File: src/rtl/dds_poly_if.sv
// Command channel of the polyphonic DDS: one command per clock, qualified by
// cmd_valid && cmd_ready.
interface dds_poly_if #(
    parameter int VOICES  = 8,
    parameter int PHASE_W = 32
);
    logic                      cmd_valid;
    logic                      cmd_ready;
    logic [1:0]                cmd_op;
    logic [$clog2(VOICES)-1:0] cmd_voice;
    logic [PHASE_W-1:0]        cmd_data;

    modport master (output cmd_valid, cmd_op, cmd_voice, cmd_data, input cmd_ready);
    modport slave  (input cmd_valid, cmd_op, cmd_voice, cmd_data, output cmd_ready);
endinterface

File: src/rtl/dds_poly.sv
// Polyphonic wavetable DDS: sweeps all voices through an external ROM once per sample
// tick and mixes them to an R2R DAC word. Define DDS_VELOCITY_EN for per-voice velocity.
module dds_poly #(
    parameter int VOICES   = 8,
    parameter int PHASE_W  = 32,
    parameter int ADDR_W   = 10,
    parameter int SAMPLE_W = 24,
    parameter int OUT_W    = 8,
    parameter int DIV      = 100
) (
    input  logic                clk,
    input  logic                reset,
    dds_poly_if.slave           cmd,
    output logic [ADDR_W+2:0]   rom_addr,
    input  logic [SAMPLE_W-1:0] rom_q,
    output logic [OUT_W-1:0]    R2R_out,
    output logic                sample_valid,
    output logic [VOICES-1:0]   voice_active
);
    localparam int VW    = $clog2(VOICES);
    localparam int ACC_W = SAMPLE_W + VW;
    localparam int DIV_W = $clog2(DIV);
`ifdef DDS_VELOCITY_EN
    localparam int DRAIN_N = 2;
`else
    localparam int DRAIN_N = 1;
`endif
    localparam logic [VW-1:0] LAST_FETCH = VW'(VOICES - 1);
    localparam logic [VW-1:0] LAST_DRAIN = VW'(DRAIN_N - 1);

    localparam logic [1:0] S_IDLE   = 2'd0;
    localparam logic [1:0] S_FETCH  = 2'd1;
    localparam logic [1:0] S_DRAIN  = 2'd2;
    localparam logic [1:0] S_OUTPUT = 2'd3;

    logic [1:0]          state_q;
    logic [DIV_W-1:0]    div_q;
    logic [VW-1:0]       idx_q;
    logic [PHASE_W-1:0]  phase_q [VOICES];
    logic [PHASE_W-1:0]  phase_d [VOICES];
    logic [PHASE_W-1:0]  ftw_q   [VOICES];
    logic [PHASE_W-1:0]  ftw_d   [VOICES];
    logic [2:0]          wave_q  [VOICES];
    logic [2:0]          wave_d  [VOICES];
    logic [VOICES-1:0]   active_q, active_d;
    logic [ACC_W-1:0]    acc_q, addend, sum;
    logic [OUT_W-1:0]    r2r_q;
    logic                valid_q;
    logic [ADDR_W+2:0]   romAddr_q;
    logic                fetchAct_q, addAct_q;
    logic                tick, fetchLoad;
    logic [VW-1:0]       fetchSel;

    assign tick         = (div_q == DIV_W'(DIV - 1));
    assign cmd.cmd_ready = 1'b1;
    assign rom_addr     = romAddr_q;
    assign R2R_out      = r2r_q;
    assign sample_valid = valid_q;
    assign voice_active = active_q;
    assign sum          = acc_q + addend;

    // Voice state after this cycle: OUTPUT advances phases, then any command overrides.
    always_comb begin
        phase_d  = phase_q;
        ftw_d    = ftw_q;
        wave_d   = wave_q;
        active_d = active_q;
        if (state_q == S_OUTPUT) begin
            for (int v = 0; v < VOICES; v++) begin
                if (active_q[v]) phase_d[v] = phase_q[v] + ftw_q[v];
            end
        end
        if (cmd.cmd_valid) begin
            case (cmd.cmd_op)
                2'd0: begin
                    active_d[cmd.cmd_voice] = 1'b0;
                    phase_d[cmd.cmd_voice]  = '0;
                end
                2'd1: begin
                    active_d[cmd.cmd_voice] = 1'b1;
                    phase_d[cmd.cmd_voice]  = '0;
                    ftw_d[cmd.cmd_voice]    = cmd.cmd_data;
                end
                2'd2:    wave_d[cmd.cmd_voice] = cmd.cmd_data[2:0];
                default: ;
            endcase
        end
    end

    // Fetch addresses come from next-state voice data so same-edge commands are seen.
    always_comb begin
        fetchLoad = 1'b0;
        fetchSel  = '0;
        if (state_q == S_IDLE && tick) begin
            fetchLoad = 1'b1;
        end else if (state_q == S_FETCH && idx_q != LAST_FETCH) begin
            fetchLoad = 1'b1;
            fetchSel  = idx_q + VW'(1);
        end
    end

`ifdef DDS_VELOCITY_EN
    logic [6:0]            vel_q [VOICES];
    logic [6:0]            fetchVel_q, addVel_q;
    logic [SAMPLE_W-1:0]   prod_q;
    logic [SAMPLE_W+6:0]   prodFull;

    assign prodFull = (SAMPLE_W+7)'(rom_q) * (SAMPLE_W+7)'(addVel_q);
    assign addend   = ACC_W'(prod_q);

    always_ff @(posedge clk or posedge reset) begin
        if (reset) begin
            vel_q      <= '{default: '0};
            fetchVel_q <= '0;
            addVel_q   <= '0;
            prod_q     <= '0;
        end else begin
            if (cmd.cmd_valid && cmd.cmd_op == 2'd1)
                vel_q[cmd.cmd_voice] <= cmd.cmd_data[PHASE_W-1 -: 7];
            fetchVel_q <= fetchLoad ? vel_q[fetchSel] : 7'd0;
            addVel_q   <= fetchVel_q;
            prod_q     <= addAct_q ? SAMPLE_W'(prodFull >> 7) : '0;
        end
    end
`else
    assign addend = addAct_q ? ACC_W'(rom_q) : '0;
`endif

    always_ff @(posedge clk or posedge reset) begin
        if (reset) begin
            state_q    <= S_IDLE;
            div_q      <= '0;
            idx_q      <= '0;
            phase_q    <= '{default: '0};
            ftw_q      <= '{default: '0};
            wave_q     <= '{default: '0};
            active_q   <= '0;
            acc_q      <= '0;
            r2r_q      <= '0;
            valid_q    <= 1'b0;
            romAddr_q  <= '0;
            fetchAct_q <= 1'b0;
            addAct_q   <= 1'b0;
        end else begin
            div_q    <= tick ? '0 : div_q + DIV_W'(1);
            phase_q  <= phase_d;
            ftw_q    <= ftw_d;
            wave_q   <= wave_d;
            active_q <= active_d;
            valid_q  <= 1'b0;
            addAct_q <= fetchAct_q;
            if (fetchLoad) begin
                romAddr_q  <= {wave_d[fetchSel], phase_d[fetchSel][PHASE_W-1 -: ADDR_W]};
                fetchAct_q <= active_d[fetchSel];
            end else begin
                fetchAct_q <= 1'b0;
            end
            case (state_q)
                S_IDLE: begin
                    if (tick) begin
                        state_q <= S_FETCH;
                        idx_q   <= '0;
                        acc_q   <= '0;
                    end
                end
                S_FETCH: begin
                    acc_q <= sum;
                    if (idx_q == LAST_FETCH) begin
                        state_q <= S_DRAIN;
                        idx_q   <= '0;
                    end else begin
                        idx_q <= idx_q + VW'(1);
                    end
                end
                S_DRAIN: begin
                    acc_q <= sum;
                    if (idx_q == LAST_DRAIN) begin
                        state_q <= S_OUTPUT;
                        r2r_q   <= sum[ACC_W-1 -: OUT_W];
                        valid_q <= 1'b1;
                    end else begin
                        idx_q <= idx_q + VW'(1);
                    end
                end
                default: state_q <= S_IDLE;
            endcase
        end
    end
endmodule

File: src/flat_wrapper.sv
// flat-port wrapper written by rule: the top's interface ports become plain ports
module dds_poly_flat 
#(
    parameter int VOICES   = 8,
    parameter int PHASE_W  = 32,
    parameter int ADDR_W   = 10,
    parameter int SAMPLE_W = 24,
    parameter int OUT_W    = 8,
    parameter int DIV      = 100
)
  (clk, reset, rom_addr, rom_q, R2R_out, sample_valid, voice_active, cmd_cmd_valid, cmd_cmd_op, cmd_cmd_voice, cmd_cmd_data, cmd_cmd_ready);
  dds_poly_if #(.VOICES(VOICES), .PHASE_W(PHASE_W)) cmd_i ();
  input  logic clk;
  input  logic reset;
  output logic [ADDR_W+2:0] rom_addr;
  input  logic [SAMPLE_W-1:0] rom_q;
  output logic [OUT_W-1:0] R2R_out;
  output logic sample_valid;
  output logic [VOICES-1:0] voice_active;
  input wire logic [$bits(cmd_i.cmd_valid)-1:0] cmd_cmd_valid;
  input wire logic [$bits(cmd_i.cmd_op)-1:0] cmd_cmd_op;
  input wire logic [$bits(cmd_i.cmd_voice)-1:0] cmd_cmd_voice;
  input wire logic [$bits(cmd_i.cmd_data)-1:0] cmd_cmd_data;
  output wire logic [$bits(cmd_i.cmd_ready)-1:0] cmd_cmd_ready;
  assign cmd_i.cmd_valid = cmd_cmd_valid;
  assign cmd_i.cmd_op = cmd_cmd_op;
  assign cmd_i.cmd_voice = cmd_cmd_voice;
  assign cmd_i.cmd_data = cmd_cmd_data;
  assign cmd_cmd_ready = cmd_i.cmd_ready;
  dds_poly #(.VOICES(VOICES), .PHASE_W(PHASE_W), .ADDR_W(ADDR_W), .SAMPLE_W(SAMPLE_W), .OUT_W(OUT_W), .DIV(DIV)) u_core (.clk(clk), .reset(reset), .cmd(cmd_i), .rom_addr(rom_addr), .rom_q(rom_q), .R2R_out(R2R_out), .sample_valid(sample_valid), .voice_active(voice_active));
endmodule
File: config.mk
export PLATFORM = sky130hd
export DESIGN_NAME = dds_poly_flat
export DESIGN_NICKNAME = d
export VERILOG_FILES = /design/src/rtl/dds_poly_if.sv /design/src/rtl/dds_poly.sv /design/src/flat_wrapper.sv
export SDC_FILE = /design/constraint.sdc
export NUM_CORES = 2
export LEC_CHECK = 0
export ABC_AREA = 1
export ABC_CLOCK_PERIOD_IN_PS = 22500
export BUFFER_PORTS_ARGS = -buffer_cell sky130_fd_sc_hd__buf_2
export CAP_MARGIN = 0
export CORE_ASPECT_RATIO = 1.5
export CORE_UTILIZATION = 52
export DETAILED_ROUTE_END_ITERATION = 10
export GPL_TIMING_DRIVEN = 0
export PLACE_DENSITY = 0.75
export SYNTH_ARGS = -nofsm -noshare
export SYNTH_HDL_FRONTEND = slang
export SYNTH_SLANG_ARGS = --single-unit
File: constraint.sdc
create_clock -name clk -period 22.5 [get_ports clk]
set_clock_uncertainty 0.15 [all_clocks]
set_input_delay 2.25 -clock clk [delete_from_list [all_inputs] [get_ports clk]]
set_output_delay 2.25 -clock clk [all_outputs]
set_load 0.05 [all_outputs]
==> metrics.md <==
| Metric | Value |
|---|---|
| Die area | `84700 µm²` |
| Routed length per instance | `19.1 µm` |
| R2R Path Start | `u_core.addAct_q$_DFF_PP0_` |
| Post-synth EDFFs | `0` |
| Synth Area in Simple Gates | `31.2%` |
| DIE WIDTH | `238 µm` |
| Switching pwr | `889 µW` |
| Final setup vio count | `0` |
| Post-Synth XOR/XNOR Area | `3.43%` |
| Via density | `5.36` |
| Hpwl dp | `114 mm` |
| Synth Warn # | `0` |
| Post-synth top flop | `dfrtp_1` |
| Layout cells sized above 1 | `5.27%` |
| Reg-to-reg slack, setup | `19.14 ns` |
| Grt total ovfl | `0` |
| H-tree depth | `3` |
| Placer Congestion | `1.02` |
| Synth Area in Adders | `8.51%` |
| Hold Path Class | `flop to flop` |
| Num CTS Buffers | `67` |
| Critical path startpoint | `cmd_cmd_op[0]` |
| Post-synthesis instance total | `6516` |
| Clock Latency Late Sink | `0.66 ns` |
| PostCTS Resize Cnt | `0` |
| DRT antenna net count | `0` |
| Main combinational cell family by area after synthesis | `simple AND/OR/NAND/NOR gates` |
| Post-Syn Area | `43400 µm²` |
| Unrepaired setup endpoints after global routing | `no` |
| Util after Layout | `57.8%` |
| Pin count of the biggest net entering global routing | `127` |
| Fin. Hold Viols | `0` |
| Clock root cell | `clkbuf_16` |
| Critical path's most frequent cell | `a21oi_1` |
| Post-synthesis mux area share | `0%` |
| Failing checks | `capacitance limit, slew limit` |
| Placed instance area | `45400 µm²` |
| Hold Crit Start | `u_core.fetchAct_q$_DFF_PP0_` |
| Die Y | `356 µm` |
| Nets | `7036` |
| Power Internal | `2.03 mW` |
| Layout area overhead | `9.93%` |
| Yosys reg bits | `607` |
| Core Box Area | `82600 µm²` |
| Synth Net Count | `6870` |
| Slew @ Worst Pin | `1.51 ns` |
| Complex-gate fraction of the synthesized area | `11.4%` |
| CTS Sinks | `607` |
| Row count | `129` |
| 1st-pass router iterations | `7` |
| Hold depth | `0` |
| Worst-path clk slew | `0.06 ns` |
| Worst-path cell chain | `clkbuf_1 -> inv_1 -> nor2_1 -> a21oi_1 -> a21oi_1 -> o21ai_1 -> a211oi_2` |
| WL final | `150 mm` |
| Final Slew Violations | `11` |
| MaxCap Viol Count | `1` |
| Clock power share | `40.0%` |
| Critical path startpoint category | `input pin` |
| Largest stage delay on the critical path | `0.81 ns` |
| Initial antenna violation count | `20` |
| DRC viols | `0` |
| Flop pwr share | `43.3%` |
| PwrDens | `61.2 nW/µm²` |
| Reg2reg path depth | `18` |
| Initial Util | `52.5%` |
| Longest Clk Path Bufs | `3` |
| Maximum vdd drop | `0.0642 mV` |
| # IOs | `95` |
| Fin area | `47700 µm²` |
| TritonCTS clock tree | `yes` |
| Logic pwr share | `16.7%` |
| Crit-path slowest cell | `clkbuf_1` |
| DRT iter0 DRCs | `2809` |
| Post-layout minimum cycle time | `4.43 ns` |
| Crit path max fanout | `8` |
| Post-CTS Hold Buffers | `0` |
| Leakage | `27.4 nW` |
| WHS Endpoint | `u_core.addAct_q$_DFF_PP0_` |
| Fin crit share | `19.7%` |
| CP required | `22.86 ns` |
| Sw frac | `30.4%` |
| Status | `complete, but fails checks` |
| DR vias | `42109` |
| Postcts setup bufs | `0` |
| Yosys cell types | `55` |
| Max frequency | `226 MHz` |
| FF-to-FF End | `u_core.acc_q[14]$_DFFE_PP0P_` |
| Ys async rst share | `100%` |
| Crit Path Class | `input pin to flop` |
| Syn Area/Cell | `6.66 µm²` |
| Buffers on Ports | `92` |
| CP endpoint kind | `flop` |
| Sequential cell area fraction in the yosys report | `35.0%` |
| Worst EP arrival | `4.79 ns` |
| Total power | `2.92 mW` |
| TNS Setup | `0 ns` |
| Max-slew headroom | `-0.968%` |
| Total GRT Usage | `35.4%` |
| Vias in the first global route | `41098` |
| First-pass GRT wire length | `228 mm` |
-- Yosys cell counts, drive strengths merged, types with 41 or more instances --
cell	instances	area (µm²)
o21ai	457	2290
nand2	2278	8570
ha	281	3520
nor3	56	315
inv	1025	3850
buf	84	467
o211ai	49	368
nand3	366	1830
nor2	577	2260
clkbuf	67	251
dfrtp	607	15200
xnor2	145	1270
a21oi	302	1510
a31oi	41	278
-- worst max-delay path: cells and delay by family --
family / cells / cell delay [ns]
AOI/OAI and AO/OA: 4 / 0.97
buffers and inverters: 2 / 1.21
and+or+nand+nor: 1 / 0.34
-- metrics by stage --
step,cells,worst slack [ns],hold WS (ns)
2_1_floorplan,6516,3.11,0.181
3_3_place_gp,7721,-3.54,0.181
3_5_place_dp,7726,17.51,0.196
4_1_cts,7844,18.18,0.206
5_1_grt,7846,18.13,0.219
6_report,7860,18.07,0.206
-- registers in the layout, summed over array words and instances (netlist names) --
register,cells
u_core.R2R_out,8
u_core.acc_q,27
u_core.addAct_q,1
u_core.div_q,7
u_core.fetchAct_q,1
u_core.ftw_q,256
u_core.idx_q,3
u_core.phase_q,256
u_core.rom_addr,13
u_core.sample_valid,1
u_core.state_q,2
u_core.voice_active,8
u_core.wave_q,24
-- layout make-up --
class | instances | area [µm²]
clock inverters | 36 | 428
fillers | 8193 | 34900
repair buffers | 97 | 598
multi-input cells | 4732 | 23700
flip-flops and latches | 607 | 15200
plain buffers | 151 | 719
inverters | 1026 | 3860
clock buffers | 82 | 1850
well taps | 1113 | 1390
diodes | 16 | 40.0
-- cells by family after synthesis --
kind of cell,Yosys count
adder cells (fa/ha/maj),290
flip-flops,607
other,1
AO/OA/AOI/OAI,911
XOR/XNOR,170
AND/OR/NAND/NOR,3360
buffers and inverters,1177
-- how the worst max path moves through the flow --
stage	to	slack [ns]	depth (start not counted)
after CTS	u_core.fetchAct_q$_DFF_PP0_	18.18	7
after global placement	u_core.ftw_q[204]$_DFFE_PP0P_	-3.54	2
after global routing	u_core.rom_addr[11]$_DFFE_PP0P_	18.13	7
after floorplan	u_core.R2R_out[0]$_DFFE_PP0P_	3.11	1
final	u_core.fetchAct_q$_DFF_PP0_	18.07	7
after detailed placement	u_core.fetchAct_q$_DFF_PP0_	17.51	7
-- metal layers --
layer / up-vias / track usage (%) / part of all wire [%]
met5: - / 0 / 0.031
met4: 6 / 26.1 / 7.4
met3: 465 / 6.17 / 6.0
met2: 1261 / 63.1 / 50
met1: 19597 / 37.5 / 37
li1: 20780 / - / -
-- cell usage in the layout, fill, tap and decap left out, types with 8 or more instances in the layout --
cell	Yosys	layout
a21o_1	12	12
a21oi_1	302	302
a31oi_1	39	39
and2_1	16	16
buf_2	67	159
buf_4	8	8
clkbuf_1	67	72
clkbuf_16	0	69
clkinv_2	0	13
dfrtp_1	607	607
diode_2	0	16
fa_1	9	9
ha_1	281	281
inv_1	1004	1003
inv_2	20	20
inv_6	1	8
nand2_1	2273	2273
nand3_1	366	366
nand3b_1	13	13
nand4_1	23	23
nor2_1	562	562
nor2_2	8	8
nor3_1	49	49
nor4_1	9	9
o211ai_1	49	49
o21ai_0	384	384
o21ai_1	72	72
o21bai_1	29	29
or2_2	10	10
xnor2_1	145	145
xor2_1	25	25
-- power by group through the flow --
stage / Sequential (mW) / Combinational (mW) / Clock [mW]
finish: 1.27 / 0.488 / 1.17
global route: 1.27 / 0.548 / 1.22
CTS: 1.26 / 0.487 / 1.18
detailed placement: 1.28 / 0.484 / 0
global placement: 1.28 / 0.469 / 0
floorplan: 1.27 / 0.347 / 0
(Power assumes the default switching activity.)
